$ cat config.mk
export PLATFORM = sky130hd
export DESIGN_NAME = if_id_buf
export DESIGN_NICKNAME = d
export VERILOG_FILES = /design/src/rtl/if_id_buf_pkg.sv /design/src/rtl/if_id_buf.sv
export SDC_FILE = /design/constraint.sdc
export NUM_CORES = 1
export LEC_CHECK = 0
export ABC_AREA = 1
export BUFFER_PORTS_ARGS = -buffer_cell sky130_fd_sc_hd__buf_4
export CELL_PAD_IN_SITES_DETAIL_PLACEMENT = 1
export CELL_PAD_IN_SITES_GLOBAL_PLACEMENT = 2
export CORE_MARGIN = 2
export CORE_UTILIZATION = 29
export CTS_CLUSTER_DIAMETER = 60
export DETAILED_ROUTE_END_ITERATION = 6
export MAX_ROUTING_LAYER = met4
export PLACE_DENSITY_LB_ADDON = 0.1
export SLEW_MARGIN = 25
export SYNTH_ARGS = -nofsm -noshare
export SYNTH_HDL_FRONTEND = slang
export SYNTH_SLANG_ARGS = --single-unit
$ cat constraint.sdc
create_clock -name clk -period 2.1 [get_ports clk]
set_clock_uncertainty 0.1 [all_clocks]
set_input_delay 0.21 -clock clk [delete_from_list [all_inputs] [get_ports clk]]
set_output_delay 0.21 -clock clk [all_outputs]
set_load 0.05 [all_outputs]
$ cat src/rtl/if_id_buf_pkg.sv
// Core definitions shared by the fetch/decode boundary: default bubble
// contents, the fetched pair record and the buffer occupancy encoding.
package if_id_buf_pkg;

  // addi x0,x0,0 -- architectural no-op used as the pipeline bubble
  localparam logic [31:0] INST_NOP = 32'h0000_0013;
  localparam logic [31:0] RST_PC   = 32'h0000_0000;

  typedef struct packed {
    logic [31:0] addr;
    logic [31:0] inst;
  } fetch_pkt_t;

  typedef enum logic [1:0] {
    OCC_EMPTY = 2'd0,
    OCC_ONE   = 2'd1,
    OCC_FULL  = 2'd2
  } occ_t;

  function automatic fetch_pkt_t make_pkt(input logic [31:0] addr,
                                          input logic [31:0] inst);
    fetch_pkt_t p;
    p.addr = addr;
    p.inst = inst;
    return p;
  endfunction

endpackage

$ cat src/rtl/if_id_buf.sv
// Fetch-to-decode pipeline register with a 2-entry skid slot. Decode
// back-pressure is absorbed by the skid entry so in_ready_o comes only from
// registered state. A flush empties the buffer and presents a NOP bubble.
//
// state     | meaning
// ----------+-----------------------------------------------------------
// OCC_EMPTY | no valid entry; outputs show the bubble; ready to accept
// OCC_ONE   | head valid on outputs; skid free; ready to accept
// OCC_FULL  | head and skid valid; not ready until the head is consumed
module if_id_buf
  import if_id_buf_pkg::*;
#(
  parameter logic [31:0] NOP_INST = INST_NOP,
  parameter logic [31:0] RST_ADDR = RST_PC
) (
  input  logic        clk,
  input  logic        rst_n,
  input  logic [31:0] inst_addr_i,
  input  logic [31:0] inst_i,
  input  logic        in_valid_i,
  output logic        in_ready_o,
  input  logic        flush_i,
  output logic [31:0] inst_addr_o,
  output logic [31:0] inst_o,
  output logic        out_valid_o,
  input  logic        out_ready_i
);

  localparam fetch_pkt_t BUBBLE = '{addr: RST_ADDR, inst: NOP_INST};

  occ_t       occ_q;
  fetch_pkt_t head_q;
  fetch_pkt_t skid_q;
  logic       out_valid_q;
  logic       in_ready_q;

  fetch_pkt_t in_pkt;
  logic       push;
  logic       pop;

  assign in_pkt = make_pkt(inst_addr_i, inst_i);

  // Handshakes use only registered ready/valid, so no combinational path
  // runs from out_ready_i to in_ready_o.
  assign push = in_valid_i && in_ready_q && !flush_i;
  assign pop  = out_valid_q && out_ready_i;

  // Occupancy state machine; head/valid/ready are updated alongside the
  // state so every output is a flop.
  always_ff @(posedge clk) begin
    if (!rst_n) begin
      occ_q       <= OCC_EMPTY;
      head_q      <= BUBBLE;
      skid_q      <= BUBBLE;
      out_valid_q <= 1'b0;
      in_ready_q  <= 1'b1;
    end else if (flush_i) begin
      // Skid contents are left as-is; they are unreachable once empty.
      occ_q       <= OCC_EMPTY;
      head_q      <= BUBBLE;
      out_valid_q <= 1'b0;
      in_ready_q  <= 1'b1;
    end else begin
      case (occ_q)
        OCC_EMPTY: begin
          if (push) begin
            head_q      <= in_pkt;
            occ_q       <= OCC_ONE;
            out_valid_q <= 1'b1;
            in_ready_q  <= 1'b1;
          end
        end
        OCC_ONE: begin
          if (push && pop) begin
            head_q <= in_pkt;
          end else if (push) begin
            skid_q     <= in_pkt;
            occ_q      <= OCC_FULL;
            in_ready_q <= 1'b0;
          end else if (pop) begin
            head_q      <= BUBBLE;
            occ_q       <= OCC_EMPTY;
            out_valid_q <= 1'b0;
          end
        end
        OCC_FULL: begin
          // push cannot occur here: in_ready_q is low while full
          if (pop) begin
            head_q     <= skid_q;
            occ_q      <= OCC_ONE;
            in_ready_q <= 1'b1;
          end
        end
        default: begin
          // Unreachable encoding: fall back to the empty state.
          occ_q       <= OCC_EMPTY;
          head_q      <= BUBBLE;
          out_valid_q <= 1'b0;
          in_ready_q  <= 1'b1;
        end
      endcase
    end
  end

  assign inst_addr_o = head_q.addr;
  assign inst_o      = head_q.inst;
  assign out_valid_o = out_valid_q;
  assign in_ready_o  = in_ready_q;

`ifndef SYNTHESIS
  // Registered flags must always agree with the occupancy they summarise.
  a_ready_matches_occ : assert property (@(posedge clk) disable iff (!rst_n)
    in_ready_q == (occ_q != OCC_FULL));
  a_valid_matches_occ : assert property (@(posedge clk) disable iff (!rst_n)
    out_valid_q == (occ_q != OCC_EMPTY));
  a_empty_is_bubble : assert property (@(posedge clk) disable iff (!rst_n)
    (occ_q == OCC_EMPTY) |-> (head_q == BUBBLE));
`endif

endmodule
==> impl_metrics.env <==
export IMPL_ant_nets=0
export IMPL_irDropWorstVdd_mv=0.671
export IMPL_dieArea_um2=21800
export IMPL_area_growth_pct=42.8
export IMPL_firstDrtPassIters=4
export IMPL_max_slew_worst_pin_slew_ps=624
export IMPL_cts_sinks=132
export IMPL_hold_path_depth=4
export IMPL_relSlewSlack_pct=58.4
export IMPL_cts_max_level=4
export IMPL_synth_distinct_cells=22
export IMPL_r2r_start="occ_q[0]"
export IMPL_synth_edf_count=0
export IMPL_cp_data_arrival_time_ps=2100
export IMPL_clockRootBuffer="clkbuf_16"
export IMPL_syn_nets=943
export IMPL_crit_fanout=28
export IMPL_wl_per_cell_um=16.8
export IMPL_route_met2_wl_mm=10.9
export IMPL_min_from="flush_i"
export IMPL_rsz0062_at_grt="no"
export IMPL_worstHoldPathType="in2reg"
export IMPL_setup_viol=0
export IMPL_die_y_um=148
export IMPL_async_flop_share_pct=0
export IMPL_path_clk_slew_ps=60
export IMPL_clk_path_buf_depth=2
export IMPL_fin_area_um2=8540
export IMPL_mostFrequentLayoutCells="nand2_1 (257), buf_4 (143), dfxtp_1 (132), nor2_1 (124)"
export IMPL_reg2reg_depth=8
export IMPL_grt_usage_pct=21.9
export IMPL_timing_final_crit_period_ps=1890
export IMPL_status="finished, final reports clean"
export IMPL_synthFlopType="dfxtp_1"
export IMPL_p_per_area_nw_per_um2=767
export IMPL_cpPeakStageDelay_ps=430
export IMPL_yosysSeqAreaShare_pct=44.2
export IMPL_finalCritPeriodShare_pct=90.1
export IMPL_route_detailed_drc=0
export IMPL_via_count=6574
export IMPL_yosys_top_cells_area="dfxtp_1 (44%), nand2_1 (16%), nor2_1 (7.8%), nand4_1 (6.4%), nand3_1 (5.6%)"
export IMPL_ys_ff_latch=132
export IMPL_final_max_slew_viol_count=0
export IMPL_grt_max_degree=65
export IMPL_syn_area_per_cell_um2=6.84
export IMPL_synth_top_area_share_pct=44.2
export IMPL_die_x_um=148
export IMPL_initial_core_util_pct=29.6
export IMPL_finalHoldViolations=0
export IMPL_diodes=0
export IMPL_grt_ovfl_total=0
export IMPL_hold_path_end="in_ready_o"
export IMPL_antenna_found_initial=0
export IMPL_numCtsBuffers=17
export IMPL_vias_per_cell=4.97
export IMPL_critPathKind="reg2reg"
export IMPL_reg2reg_to="skid_q[15]"
export IMPL_drive_gt1_share_pct=19.4
export IMPL_cts_tree="yes"
export IMPL_grt_pass1_wl_mm=37.1
export IMPL_drtIter0Drc=237
export IMPL_portBuffers=134
export IMPL_routed_wl_mm=22.2
export IMPL_ys_warn_count=0
export IMPL_grt_pass1_vias=7181
export IMPL_netlist_instances=874
export IMPL_path_cells="nand2_2 -> nor2_8 -> inv_2 -> nor2_8 -> inv_2 -> buf_12 -> nor2_1 -> nor2_1"
export IMPL_setup_worst_path_end_class="register"
export IMPL_clock_latency_ps=420
export IMPL_post_dp_cell_area_um2=7280
export IMPL_final_nets=1110
export IMPL_synth_top_cell_by_area="dfxtp_1"
export IMPL_worst_path_max_delay_cell="dfxtp_1"
export IMPL_wl_met1_mm=10.2
export IMPL_max_cap_violations=0
export IMPL_critPathBufInv=3
export IMPL_ios=135
export IMPL_dp_hpwl_mm=13.4
export IMPL_crit_family="simple AND/OR/NAND/NOR gates"
export IMPL_rrSetupSlack_ps=210
export IMPL_gp_congestion=0.745
export IMPL_fin_tns_setup_ps=0
export IMPL_syn_area_um2=5980
export IMPL_p_leak_nw=3.70
export IMPL_met3_length_um=674
export IMPL_rows=52
export IMPL_startpoint_type="register"
export IMPL_crit_required_ps=2310
export IMPL_routed_top_layer="met4"
export IMPL_core_area_um2=20200
export IMPL_final_common_cell="nand2_1"
export IMPL_fmax_ghz=0.528
==> worst min-delay path: cells and delay by family <==
family / cells / cell delay [ps]
buf+inv: 2 / 260
simple gates: 2 / 100
==> power by group <==
group | switching (mW) | leakage, nW | total [mW] | internal [mW]
logic | 0.537 | 2.34 | 0.889 | 0.352
clock network | 1.13 | 0.295 | 3.06 | 1.94
registers | 0.0333 | 1.07 | 2.60 | 2.56
total | 1.70 | 3.70 | 6.55 | 4.85
==> cells by family after synthesis <==
group / Yosys count / synth area share, %
compound gates: 138 / 11.8
simple gates: 521 / 37.7
flops: 132 / 44.2
buf+inv: 83 / 6.30
==> how the worst max path moves through the flow <==
stage | from | endpoint | slack [ps] | depth (start not counted)
floorplan | in_ready_o | inst_addr_o[0] | 220 | 7
CTS | occ_q[0] | skid_q[35] | 70 | 7
detailed placement | occ_q[0] | skid_q[15] | 90 | 7
global placement | occ_q[0] | skid_q[15] | 200 | 7
finish | occ_q[0] | skid_q[15] | 210 | 8
global route | occ_q[0] | skid_q[33] | 60 | 7
==> Yosys cell counts, drive strengths merged (2+ instances only) <==
master / count
a211oi: 2
nand2: 262
o21ai: 68
nor2: 130
nand4: 61
inv: 13
o22ai: 2
buf: 36
nand3: 67
dfxtp: 132
a21oi: 65
clkbuf: 34
==> metrics by stage <==
step           util (%)  hold WS (ps)  power (mW)  instances  worst slack, ps
2_1_floorplan         -           236        3.09        874              215
6_report           42.2          89.5        6.55       1324              207
3_5_place_dp       36.0           343        3.45       1228             86.5
3_3_place_gp       36.0           340        3.43       1228              196
4_1_cts            42.2          79.8        6.63       1324             72.9
5_1_grt            42.2          87.3        6.84       1324             59.3
==> flip-flops by register name (all words and copies together) (netlist names) <==
register	count
in_ready_o	1
inst_addr_o	32
inst_o	32
occ_q	2
out_valid_o	1
skid_q	64
==> routing by layer <==
metal  GRT usage (%)  vias to the layer above
met5               -                        -
li1                -                     3241
met4            6.92                        0
met2            37.8                      114
met1            26.0                     3189
met3            3.58                       30
==> layout make-up <==
type,count,area [µm²]
fill,2525,11700
multi-input combinational,659,2970
sequential,132,2640
timing repair buffer,218,1930
clock buffer,25,515
tap,270,338
clock inverter,7,93.8
inverter,13,48.8
==> timing repair <==
item | CTS | global route
hold buffers | 64 | 0
setup buffers | 0 | 0
hold endpoints to repair | 64 | 0
gates resized for setup | 0 | 1
endpoints found under the setup margin | 0 | 39
Note: power is estimated with default switching activity, not from simulation.
